[src/rtl/timer_pkg.sv]
// Shared constants and elaboration-time helpers for the BCD timer family.
// Segment patterns are {g,f,e,d,c,b,a}, 1 = lit.
package timer_pkg;
   localparam int BCD_W = 4;

   localparam logic [6:0] SEG_0   = 7'b0111111;
   localparam logic [6:0] SEG_1   = 7'b0000110;
   localparam logic [6:0] SEG_2   = 7'b1011011;
   localparam logic [6:0] SEG_3   = 7'b1001111;
   localparam logic [6:0] SEG_4   = 7'b1100110;
   localparam logic [6:0] SEG_5   = 7'b1101101;
   localparam logic [6:0] SEG_6   = 7'b1111101;
   localparam logic [6:0] SEG_7   = 7'b0000111;
   localparam logic [6:0] SEG_8   = 7'b1111111;
   localparam logic [6:0] SEG_9   = 7'b1101111;
   localparam logic [6:0] SEG_OFF = 7'b0000000;

   // Binary to packed BCD, up to 8 digits; used to build the terminal constant.
   function automatic logic [31:0] to_bcd(input int unsigned v);
      logic [31:0] r;
      int unsigned x;
      r = '0;
      x = v;
      for (int i = 0; i < 8; i++) begin
         r[BCD_W*i +: BCD_W] = 4'(x % 10);
         x = x / 10;
      end
      return r;
   endfunction

   function automatic logic [6:0] seg_of(input logic [3:0] d);
      case (d)
         4'd0: seg_of = SEG_0;
         4'd1: seg_of = SEG_1;
         4'd2: seg_of = SEG_2;
         4'd3: seg_of = SEG_3;
         4'd4: seg_of = SEG_4;
         4'd5: seg_of = SEG_5;
         4'd6: seg_of = SEG_6;
         4'd7: seg_of = SEG_7;
         4'd8: seg_of = SEG_8;
         4'd9: seg_of = SEG_9;
         default: seg_of = SEG_OFF;
      endcase
   endfunction
endpackage

[src/rtl/bcd_timer_nd_cell.sv]
// One 0..9 BCD digit: load, forced terminal value, or a step gated by the
// ripple chain. cout is high when this digit would roll over.
module bcd_digit_cell
   import timer_pkg::*;
(
   input  logic       clk_50MHz,
   input  logic       clr,
   input  logic       load,
   input  logic [3:0] load_d,
   input  logic       cin,
   input  logic       step_en,
   input  logic       up_dn,
   input  logic       term,
   input  logic [3:0] term_d,
   output logic [3:0] d,
   output logic       cout,
   output logic [6:0] seg
);
   assign cout = cin & (up_dn ? (d == 4'd9) : (d == 4'd0));
   assign seg  = seg_of(d);

   always_ff @(posedge clk_50MHz) begin
      if (!clr)
         d <= 4'd0;
      else if (load)
         d <= load_d;
      else if (term)
         d <= term_d;
      else if (step_en && cin) begin
         if (up_dn) d <= (d == 4'd9) ? 4'd0 : d + 4'd1;
         else       d <= (d == 4'd0) ? 4'd9 : d - 4'd1;
      end
   end
endmodule

[src/rtl/bcd_timer_nd.sv]
// N-digit BCD up/down timer with prescaler, clamped preset load,
// wrap/stop terminal handling and cascade carry/borrow pulses.
module bcd_timer_nd
   import timer_pkg::*;
#(
   parameter int CLK_HZ    = 50000000,
   parameter int TICK_HZ   = 1,
   parameter int DIGITS    = 2,
   parameter int MAX_COUNT = 99
) (
   input  logic                  clk_50MHz,
   input  logic                  clr,
   input  logic                  en,
   input  logic                  up_dn,
   input  logic                  stop_tc,
   input  logic                  load,
   input  logic [4*DIGITS-1:0]   load_val,
   output logic [4*DIGITS-1:0]   bcd,
   output logic [7*DIGITS-1:0]   seg,
   output logic                  cn,
   output logic                  bw,
   output logic                  done,
   output logic                  tick
);
   localparam int DIV = CLK_HZ / TICK_HZ;
   localparam int PW  = (DIV > 2) ? $clog2(DIV) : 1;
   localparam int W   = BCD_W * DIGITS;
   localparam logic [31:0]   MAX_BCD32 = to_bcd(MAX_COUNT);
   localparam logic [W-1:0]  MAX_BCD   = MAX_BCD32[W-1:0];
   localparam logic [PW-1:0] PRE_LAST  = PW'(DIV - 1);

   if (DIV < 2) begin : g_div_chk
      $error("bcd_timer_nd: CLK_HZ/TICK_HZ must be >= 2");
   end
   if (DIGITS < 1 || DIGITS > 8) begin : g_dig_chk
      $error("bcd_timer_nd: DIGITS must be 1..8");
   end
   if (MAX_COUNT < 1 || MAX_COUNT > 10**DIGITS - 1) begin : g_max_chk
      $error("bcd_timer_nd: MAX_COUNT out of range");
   end

   logic [PW-1:0]   presc;
   logic [W-1:0]    load_eff;
   logic            nib_bad;
   logic [DIGITS:0] chain;
   logic            term_hit, adv, wrap, step;

   assign tick = en && (presc == PRE_LAST);

   always_ff @(posedge clk_50MHz) begin
      if (!clr)          presc <= '0;
      else if (load)     presc <= '0;
      else if (en)       presc <= tick ? '0 : presc + 1'b1;
   end

   always_comb begin
      nib_bad = 1'b0;
      for (int i = 0; i < DIGITS; i++)
         if (load_val[BCD_W*i +: BCD_W] > 4'd9) nib_bad = 1'b1;
      load_eff = (nib_bad || load_val > MAX_BCD) ? MAX_BCD : load_val;
   end

   // chain[0] is tied high so chain[DIGITS] doubles as an "all digits at
   // the roll value" probe; in down mode that is exactly bcd == 0.
   assign chain[0] = 1'b1;
   assign term_hit = up_dn ? (bcd == MAX_BCD) : chain[DIGITS];
   assign adv      = tick & ~load;
   assign wrap     = adv & term_hit & ~stop_tc;
   assign step     = adv & ~term_hit;

   for (genvar k = 0; k < DIGITS; k++) begin : g_dig
      bcd_digit_cell u_cell (
         .clk_50MHz (clk_50MHz),
         .clr       (clr),
         .load      (load),
         .load_d    (load_eff[BCD_W*k +: BCD_W]),
         .cin       (chain[k]),
         .step_en   (step),
         .up_dn     (up_dn),
         .term      (wrap),
         .term_d    (up_dn ? 4'd0 : MAX_BCD[BCD_W*k +: BCD_W]),
         .d         (bcd[BCD_W*k +: BCD_W]),
         .cout      (chain[k+1]),
         .seg       (seg[7*k +: 7])
      );
   end

   always_ff @(posedge clk_50MHz) begin
      if (!clr) begin
         cn   <= 1'b0;
         bw   <= 1'b0;
         done <= 1'b0;
      end else begin
         cn <= wrap & up_dn;
         bw <= wrap & ~up_dn;
         if (load)
            done <= stop_tc && (load_eff == (up_dn ? MAX_BCD : W'(0)));
         else if (adv)
            done <= term_hit & stop_tc;
      end
   end
endmodule

[config.mk]
export PLATFORM = sky130hd
export DESIGN_NAME = bcd_timer_nd
export DESIGN_NICKNAME = d
export VERILOG_FILES = /design/src/rtl/timer_pkg.sv /design/src/rtl/bcd_timer_nd_cell.sv /design/src/rtl/bcd_timer_nd.sv
export SDC_FILE = /design/constraint.sdc
export NUM_CORES = 1
export LEC_CHECK = 0
export ABC_AREA = 1
export CAP_MARGIN = 20
export CORE_ASPECT_RATIO = 1.2
export CORE_MARGIN = 3
export CORE_UTILIZATION = 30
export DETAILED_ROUTE_END_ITERATION = 8
export GPL_ROUTABILITY_DRIVEN = 0
export PLACE_DENSITY = 0.51
export SYNTH_ARGS = -nofsm -noshare
export SYNTH_HDL_FRONTEND = slang
export SYNTH_SLANG_ARGS = --single-unit
[constraint.sdc]
create_clock -name clk_50MHz -period 4.5 [get_ports clk_50MHz]
set_clock_uncertainty 0.15 [all_clocks]
set_input_delay 0.675 -clock clk_50MHz [delete_from_list [all_inputs] [get_ports clk_50MHz]]
set_output_delay 0.675 -clock clk_50MHz [all_outputs]
set_load 0.005 [all_outputs]
==> results of run 1 <==
==> per-layer routing <==
| metal | routed length (um) | global-route usage [%] |
|---|---|---|
| met4 | 167 | 4.84 |
| met3 | 235 | 2.59 |
| met5 | 0 | 0 |
| met2 | 4570 | 27.6 |
| met1 | 3970 | 18.1 |
==> final timing paths <==
check,from,to,slack (ns)
max,up_dn,g_dig[0].u_cell.seg[1],1.15
min,presc[1],presc[1],0.34
max reg2reg,g_dig[1].u_cell.d[0],g_dig[0].u_cell.seg[1],1.65
min reg2reg,presc[1],presc[1],0.34
==> cells in the final DEF (no fill, tap or decap), drive strengths merged, types with 6 or more instances in the layout <==
master / n
nand2: 140
inv: 68
nor2: 60
dfxtp: 51
nand3: 46
clkdlybuf4s50: 39
o21ai: 23
nand4: 20
a21oi: 16
ha: 16
nor3: 10
clkbuf: 7
a31oi: 6
==> kinds of logic (layout without fill, tap and decap cells) <==
family,after synthesis,count (layout)
buffers and inverters,75,117
DFF,51,51
AOI/OAI and AO/OA,59,59
adders and majority gates,16,16
xor gates and xnor gates,6,6
and+or+nand+nor,284,284
==> power by group through the flow <==
stage	registers, mW	logic [mW]	clock network [mW]
floorplan	0.505	0.134	0
global placement	0.505	0.236	0
detailed placement	0.505	0.236	0
CTS	0.495	0.238	0.389
global route	0.498	0.267	0.400
finish	0.495	0.235	0.371
==> flip-flops by register name, indices dropped and copies added (netlist names) <==
name	count
cn	1
done	1
g_dig.u_cell.d	8
bw	1
presc	26
g_dig.u_cell.seg	14
==> per-stage QoR <==
stage                     util (%)  hold WS (ns)
after floorplan                  -         0.302
after global placement        36.1         0.336
after detailed placement      36.1         0.336
after CTS                     37.4         0.346
after global routing          37.4         0.360
final                         37.4         0.343
==> final cells by class <==
| cell class | instances | area (um^2) | share of cell area, % |
|---|---|---|---|
| tap | 129 | 161 | 4.04 |
| clock buffer | 7 | 133 | 3.32 |
| clock inverter | 1 | 5.00 | 0.125 |
| timing repair buffer | 41 | 405 | 10.2 |
| multi-input combinational | 365 | 2010 | 50.4 |
| inverter | 68 | 255 | 6.39 |
| sequential | 51 | 1020 | 25.6 |
==> worst register-to-register path: stages (launching register included) <==
cell and delay (ns):
dfxtp_1 0.35, inv_1 0.16, ha_1 0.26, nand2_1 0.08, nor2_1 0.14, nand2_1 0.08
nand2_2 0.14, nor2_4 0.07, nand2_4 0.10, nand3_4 0.12, o21ai_0 0.27, nand2_1 0.19
inv_1 0.12, ha_1 0.23, inv_1 0.05, nand4_1 0.10, nand2_1 0.09, nand2_1 0.05
==> impl_metrics.ini, run 1 <==
[die]
ios = 40
die-area_um2 = 12400
die_width_um = 102
die_h_um = 121
rows = 41
coreArea_um2 = 10700
start_util_pct = 31.1

[synthesis]
synth_top_family_by_area = simple AND/OR/NAND/NOR gates
muxShareOfSynthArea_pct = 0
synth.distinct_cells = 38
synth_warnings = 0
synth_top_cell_by_area = dfxtp_1
ys.flop_type = dfxtp_1
synth_top_area_share_pct = 30.7
synth_fa_ha_area_share_pct = 6.03
synth-seq-area-share_pct = 30.7
netlist_instances = 491
synthSimpleGateAreaFrac_pct = 42.5
synth-edff-count = 0
synth_top_cells_by_area = dfxtp_1, nand2_1, inv_1, ha_1, nor2_1
async_flop_share_pct = 0
synthesis.area_um2 = 3320
netlist_top_cells_count = nand2_1, inv_1, nor2_1
syn-num-nets = 521
synthXorXnorAreaFrac_pct = 1.58
synth_compound_area_share_pct = 10.4
avgSynthCellArea_um2 = 6.77
synth_seq_cells = 51
yosysMostFrequentCell = nand2_1

[timing]
fmax_ghz = 0.298
maxSlewViolCount = 0
setup_violations = 0
fin_setup_tns_ns = 0
period_share_pct = 74.5
rsz0062_at_grt = false
postLayoutSetupSlackWorst_ns = 1.15
relSlewSlack_pct = 49.4
min_period_ns = 3.35
worst_pin_slew_ns = 0.758
hold_violations = 0

[critical_path]
worstSetupEndpointType = register
path_cells = clkdlybuf4s50_1 -> inv_2 -> nor2_1 -> nand2_1 -> nand2_2 -> nor2_4 -> nand2_4 -> nand3_4 -> o21ai_0 -> nand2_1 -> inv_1 -> ha_1 -> inv_1 -> nand4_1 -> nand2_1 -> nand2_1
startpoint_type = input port
crit_arrival_ns = 3.39
critPathKind = input port to register
rr_worst_depth = 17
required_ns = 4.54
max_stage_delay_ns = 0.73
worstSetupPathDepth = 16
critPathTopFamily = simple AND/OR/NAND/NOR gates
worstPathMaxFanout = 9
cpMostUsedCell = nand2_1
crit_buf_inv = 4
worst_path_max_delay_cell = clkdlybuf4s50_1

[placed_design]
dpl.cell_count = 654
dp_hpwl_mm = 6.95
portBuffers = 39
placed_cell_area_um2 = 3850
pre_cts_slack_ns = 0.860

[detailed_routing]
drtPass1Iterations = 4
routed_via_density = 4.93
drtIter0Drc = 72
wl_per_cell_um = 13.5
vias = 3261
drtAntennaViolNets = 0
wl_mm = 8.94
drc_errors = 0

[clocking]
cts.path.max_buffers = 2
clk_pin_slew_worst_paths_ns = 0.07
cts_setup_buffers = 0
htreeDepth = 2
cts-root-buf = clkbuf_16
cts_hold_buf = 0
cts-buffers-inserted = 5
clock_latency_ns = 0.29
cts_tree = done
cts.sinks = 51
cts_resized = 0

[grt]
grt_first_pass_wirelength_mm = 15.2
grt_max_degree = 24
grt-ovfl-total = 0
grt_pass1_vias = 3200
grt_antenna_before_repair = 0
track_usage_pct = 15.3

[min_path]
hold-path-cell-count = 2
hold_path.class = register to register

[layout]
layout-drive-gt1-share_pct = 8.63
final_cell_count_no_fill = 662
fillCellCount = 1160
post-route-cell-area_um2 = 3990
syn2layout_area_growth_pct = 20.2
nNetsFinal = 562
antenna_cells = 0

[power]
pwr-share-seq_pct = 44.9
total_power_mw = 1.10
ir_drop_mv = 0.144
p_per_area_nw_per_um2 = 276
p_leak_nw = 1.70
power.switching_mw = 0.312
switching_share_pct = 28.3
combPwrFrac_pct = 21.4
p_int_mw = 0.790
clkPwrFrac_pct = 33.7

[flow_run]
cap_violations = 0

[run_status]
outcome = complete, no violations
(Power assumes the default switching activity.)
==> run 2: changes to the inputs <==
--- a/config.mk
+++ b/config.mk
@@ -12,7 +12,7 @@
 export CORE_UTILIZATION = 30
 export DETAILED_ROUTE_END_ITERATION = 8
 export GPL_ROUTABILITY_DRIVEN = 0
-export PLACE_DENSITY = 0.51
+export PLACE_DENSITY = 0.53
 export SYNTH_ARGS = -nofsm -noshare
 export SYNTH_HDL_FRONTEND = slang
 export SYNTH_SLANG_ARGS = --single-unit
==> constraint.sdc (replaced) <==
create_clock -name clk_50MHz -period 2.9 [get_ports clk_50MHz]
set_clock_uncertainty 0.15 [all_clocks]
set_input_delay 0.435 -clock clk_50MHz [delete_from_list [all_inputs] [get_ports clk_50MHz]]
set_output_delay 0.435 -clock clk_50MHz [all_outputs]
set_load 0.005 [all_outputs]
==> run 2 against run 1 <==
  * Setup slack got worse by 1.0 ns
  * Flip-flop and latch count unchanged
  * Worst hold slack got worse by 0.0059 ns
  * Clock power increased by 54%
  * Via count increased by 3.0%
  * Register-to-register slack got worse by 1.3 ns
  * Critical path type is now input port to output port
  * Largest cell class unchanged
  * Largest power group unchanged
==> impl_metrics.ini, run 2 (synthesis gave the netlist of run 1 again) <==
[timing]
hold_violations = 0
postLayoutSetupSlackWorst_ns = 0.151
worst_pin_slew_ns = 0.556
setup_violations = 0
fin_setup_tns_ns = 0
relSlewSlack_pct = 62.9
rsz0062_at_grt = false
maxSlewViolCount = 0
min_period_ns = 2.75
fmax_ghz = 0.364
period_share_pct = 94.8

[layout]
layout-drive-gt1-share_pct = 14.0
post-route-cell-area_um2 = 4230
nNetsFinal = 593
layout_commonest_cell = nand2_1
syn2layout_area_growth_pct = 27.3
antenna_cells = 0
largest_reg_flops = 26
fin_util_pct = 39.6
fillCellCount = 1152
regMostFlops = presc
final_cell_mix = nand2_1, inv_1, dfxtp_1, nor2_1, clkdlybuf4s50_1
seqCellArea_um2 = 1020
multiInputGateArea_um2 = 2020

[clocking]
cts.sinks = 51
cts-root-buf = clkbuf_16
cts-buffers-inserted = 5
clock_latency_ns = 0.29
clk_pin_slew_worst_paths_ns = 0.06
cts.path.max_buffers = 2
cts_tree = done
htreeDepth = 2

[min_path]
hold_path.class = register to register

[critical_path]
path_cells = clkdlybuf4s50_1 -> inv_2 -> nor2_2 -> nand2_1 -> nor2_1 -> nand2_1 -> nor2_4 -> buf_4 -> clkdlybuf4s50_1
crit_path_start = en
worst_path_max_delay_cell = clkdlybuf4s50_1
worstPathMaxFanout = 4
startpoint_type = input port
crit_arrival_ns = 2.16
critPathKind = input port to output port
worstSetupEndpointType = output port
max_stage_delay_ns = 0.55
required_ns = 2.32
r2r-start = g_dig[1].u_cell.d[1]
rr_worst_depth = 18
endpoint = tick
r2r-end = g_dig[1].u_cell.seg[4]
r2r_slack_ns = 0.32

[detailed_routing]
drtPass1Iterations = 4
vias = 3358
drc_errors = 0
routed_via_density = 4.85
drtAntennaViolNets = 0
wl_mm = 8.96
drtIter0Drc = 90
wl_per_cell_um = 12.9

[placed_design]
pre_cts_slack_ns = -0.114
dp_hpwl_mm = 7.20
placed_cell_area_um2 = 4090
portBuffers = 39

[power]
power.switching_mw = 0.484
switching_share_pct = 27.9
p_int_mw = 1.25
p_leak_nw = 1.84
p_per_area_nw_per_um2 = 410
ir_drop_mv = 0.230
pwr-share-seq_pct = 44.2
clkPwrFrac_pct = 33.0
total_power_mw = 1.73
combPwrFrac_pct = 22.8

[flow_run]
cap_violations = 0

[die]
die-area_um2 = 12400
ios = 40
die_width_um = 102
coreArea_um2 = 10700
rows = 41
start_util_pct = 31.1
die_h_um = 121

[run_status]
outcome = complete, no violations

[grt]
grt-ovfl-total = 0
track_usage_pct = 15.3
grt_max_degree = 15
grt_first_pass_wirelength_mm = 15.4
grt_pass1_vias = 3416
grt_antenna_before_repair = 0
-- run 2: cell types whose count changed in the layout (fill, tap and decap cells not counted) --
cell     before  now
buf_4         2   33
nor2_1       52   50
nor2_2        3    5
o21ai_0      22   21
o21ai_1       1    2
-- run 2: what timing repair did --
action,4_1_cts,5_1_grt
hold endpoints to repair,0,0
setup endpoints to repair,0,12
hold buffers,0,0
gates resized for setup,0,3
buffers inserted,0,0
-- run 2: worst min-delay path by stage --
| stage | end | slack (ns) | cells after the start | start |
|---|---|---|---|---|
| 2_1_floorplan | done | 0.30 | 2 | done |
| 6_report | presc[1] | 0.34 | 2 | presc[1] |
| 3_5_place_dp | presc[1] | 0.33 | 2 | presc[1] |
| 4_1_cts | presc[1] | 0.34 | 2 | presc[1] |
| 3_3_place_gp | presc[1] | 0.33 | 2 | presc[1] |
| 5_1_grt | presc[15] | 0.37 | 1 | presc[15] |
-- run 2: routing by layer --
metal	global-route usage [%]	routed length, um
met4	6.32	259
met1	18.0	3940
met3	2.47	304
met2	27.1	4450
met5	0	0
-- run 2: layout make-up --
type	count	share of cell area, %
Multi-Input combinational cell	365	47.7
Sequential cell	51	24.1
Timing Repair Buffer	72	15.1
Inverter	68	6.04
Tap cell	129	3.82
Clock buffer	7	3.14
Clock inverter	1	0.118
-- run 2: worst max-delay path: cells and delay by family --
| family | cells | cell delay [ns] |
|---|---|---|
| AND/OR/NAND/NOR | 5 | 0.43 |
| buffers and inverters | 4 | 1.30 |
-- run 2: power by group through the flow --
stage / Combinational [mW] / Clock [mW] / Sequential (mW)
3_3_place_gp: 0.395 / 0 / 0.783
3_5_place_dp: 0.396 / 0 / 0.783
5_1_grt: 0.443 / 0.626 / 0.772
2_1_floorplan: 0.207 / 0 / 0.784
6_report: 0.396 / 0.572 / 0.767
4_1_cts: 0.399 / 0.598 / 0.767
-- run 2: metrics by stage --
step	cells	hold slack, ns
floorplan	491	0.302
CTS	693	0.340
finish	693	0.337
global route	693	0.369
detailed placement	685	0.331
global placement	685	0.326
==> run 3: changes to the inputs <==
--- a/config.mk
+++ b/config.mk
@@ -7,11 +7,12 @@
 export LEC_CHECK = 0
 export ABC_AREA = 1
 export CAP_MARGIN = 20
-export CORE_ASPECT_RATIO = 1.2
+export CORE_ASPECT_RATIO = 1.5
 export CORE_MARGIN = 3
 export CORE_UTILIZATION = 30
 export DETAILED_ROUTE_END_ITERATION = 8
 export GPL_ROUTABILITY_DRIVEN = 0
+export MAX_ROUTING_LAYER = met4
 export PLACE_DENSITY = 0.53
 export SYNTH_ARGS = -nofsm -noshare
 export SYNTH_HDL_FRONTEND = slang
==> run 3 against run 2 <==
  * Final cell count rose by 2.7%
  * Cell area rose by 1.6%
  * Setup slack improved by 0.032 ns
  * Combinational power barely moved
  * First-iteration DRC count rose by 23%
==> impl_metrics.ini, run 3 (synthesis gave the netlist of run 1 again) <==
[timing]
relSlewSlack_pct = 58.9
fin_setup_tns_ns = 0
hold_violations = 0
setup_violations = 0
postLayoutSetupSlackWorst_ns = 0.184
fmax_ghz = 0.368
min_period_ns = 2.72
period_share_pct = 93.7
maxSlewViolCount = 0
rsz0062_at_grt = false
worst_pin_slew_ns = 0.611
whs_ns = 0.339

[clocking]
cts.path.max_buffers = 2
cts-buffers-inserted = 5
cts_hold_buf = 0
htreeDepth = 2
cts_tree = done
cts.sinks = 51
cts-root-buf = clkbuf_16
clk_pin_slew_worst_paths_ns = 0.07
clock_latency_ns = 0.29

[layout]
seqCellArea_um2 = 1020
final_cell_count_no_fill = 712
syn2layout_area_growth_pct = 29.3
layout_commonest_cell = nand2_1
multiInputGateArea_um2 = 2020
nNetsFinal = 597
fillCellCount = 1196
regMostFlops = presc
final_cell_mix = nand2_1, inv_1, nor2_1, dfxtp_1, clkdlybuf4s50_1
layout-drive-gt1-share_pct = 14.8
largest_reg_flops = 26
antenna_cells = 0

[die]
start_util_pct = 31.0
coreArea_um2 = 10700
ios = 40
die-area_um2 = 12400
rows = 46
die_h_um = 135
die_width_um = 91.9

[critical_path]
r2r-start = g_dig[1].u_cell.d[1]
worst_path_max_delay_cell = clkdlybuf4s50_1
endpoint = tick
startpoint_type = input port
worstSetupPathDepth = 9
worstPathMaxFanout = 3
required_ns = 2.32
critPathTopFamily = buffers and inverters
crit_arrival_ns = 2.13
worstSetupEndpointType = output port
max_stage_delay_ns = 0.54
crit_buf_inv = 4
r2r_slack_ns = 0.30
critPathKind = input port to output port
crit_path_start = en
path_cells = clkdlybuf4s50_1 -> inv_2 -> nor2_2 -> nand2_1 -> nor2_1 -> nand2_1 -> nor2_4 -> buf_4 -> clkdlybuf4s50_1
r2r-end = g_dig[0].u_cell.seg[5]
rr_worst_depth = 17

[detailed_routing]
drtPass1Iterations = 4
wl_per_cell_um = 12.7
wl_mm = 9.07
drtAntennaViolNets = 0
vias = 3418
drc_errors = 0
drtIter0Drc = 111
routed_via_density = 4.80

[run_status]
outcome = complete, no violations

[grt]
grt_pass1_vias = 3425
grt_antenna_before_repair = 0
grt_first_pass_wirelength_mm = 15.7
grt_max_degree = 15
grt-ovfl-total = 0
track_usage_pct = 16.0

[power]
ir_drop_mv = 0.210
p_per_area_nw_per_um2 = 417
p_leak_nw = 1.87
total_power_mw = 1.79

[placed_design]
dpl.cell_count = 703
dp_hpwl_mm = 7.39
portBuffers = 39
pre_cts_slack_ns = -0.0640

[min_path]
hold-path-cell-count = 2
hold_path.class = register to register

[flow_run]
cap_violations = 0
-- run 3: layout make-up --
class                           instances  share of cell area [%]
Multi-Input combinational cell        365                    46.9
Sequential cell                        51                    23.8
Timing Repair Buffer                   76                    15.6
Inverter                               68                    5.94
Tap cell                              144                    4.19
Clock buffer                            8                    3.64
-- run 3: worst min path at each step --
stage                     slack [ns]      from       end
after floorplan                 0.30      done      done
after global placement          0.32  presc[1]  presc[1]
after detailed placement        0.33  presc[1]  presc[1]
after CTS                       0.34  presc[1]  presc[1]
after global routing            0.35  presc[1]  presc[1]
final                           0.34  presc[1]  presc[1]
-- run 3: worst reg2reg max path: stages (launching register included) --
cell and delay (ns):
dfxtp_1 0.34, inv_1 0.15, ha_1 0.26, nand2_1 0.08
nor2_1 0.14, nand2_1 0.08, nand2_2 0.13, nand3_4 0.12
buf_4 0.17, nand4_1 0.08, nand3_2 0.14, inv_1 0.15
ha_1 0.21, inv_1 0.05, nand4_1 0.09, nand2_1 0.06
nand2_1 0.05, nand2_1 0.05
-- run 3: repair_timing --
action	CTS	global route
setup endpoints to repair	0	7
setup buffers	0	1
gates resized for setup	0	4
-- run 3: metrics by stage --
step                instance area, um^2  util (%)
finish                             4300      40.1
global route                       4300      40.1
CTS                                4280      40.0
detailed placement                 4130      38.6
global placement                   4130      38.6
floorplan                          3320         -
-- run 3: routing by layer --
layer / up-vias / wire length (um) / global-route usage (%) / part of all wire (%)
met5: - / 0 / - / 0
met4: 0 / 308 / 7.85 / 3.4
met3: 22 / 247 / 2.06 / 2.7
met2: 81 / 4760 / 29.3 / 52
met1: 1556 / 3760 / 16.8 / 41
li1: 1759 / - / - / -
-- run 3: power by group --
group | internal [mW] | leakage, nW | switching (mW)
clock network | 0.368 | 0.0772 | 0.259
logic | 0.191 | 1.38 | 0.206
registers | 0.742 | 0.418 | 0.0260
total | 1.30 | 1.87 | 0.492
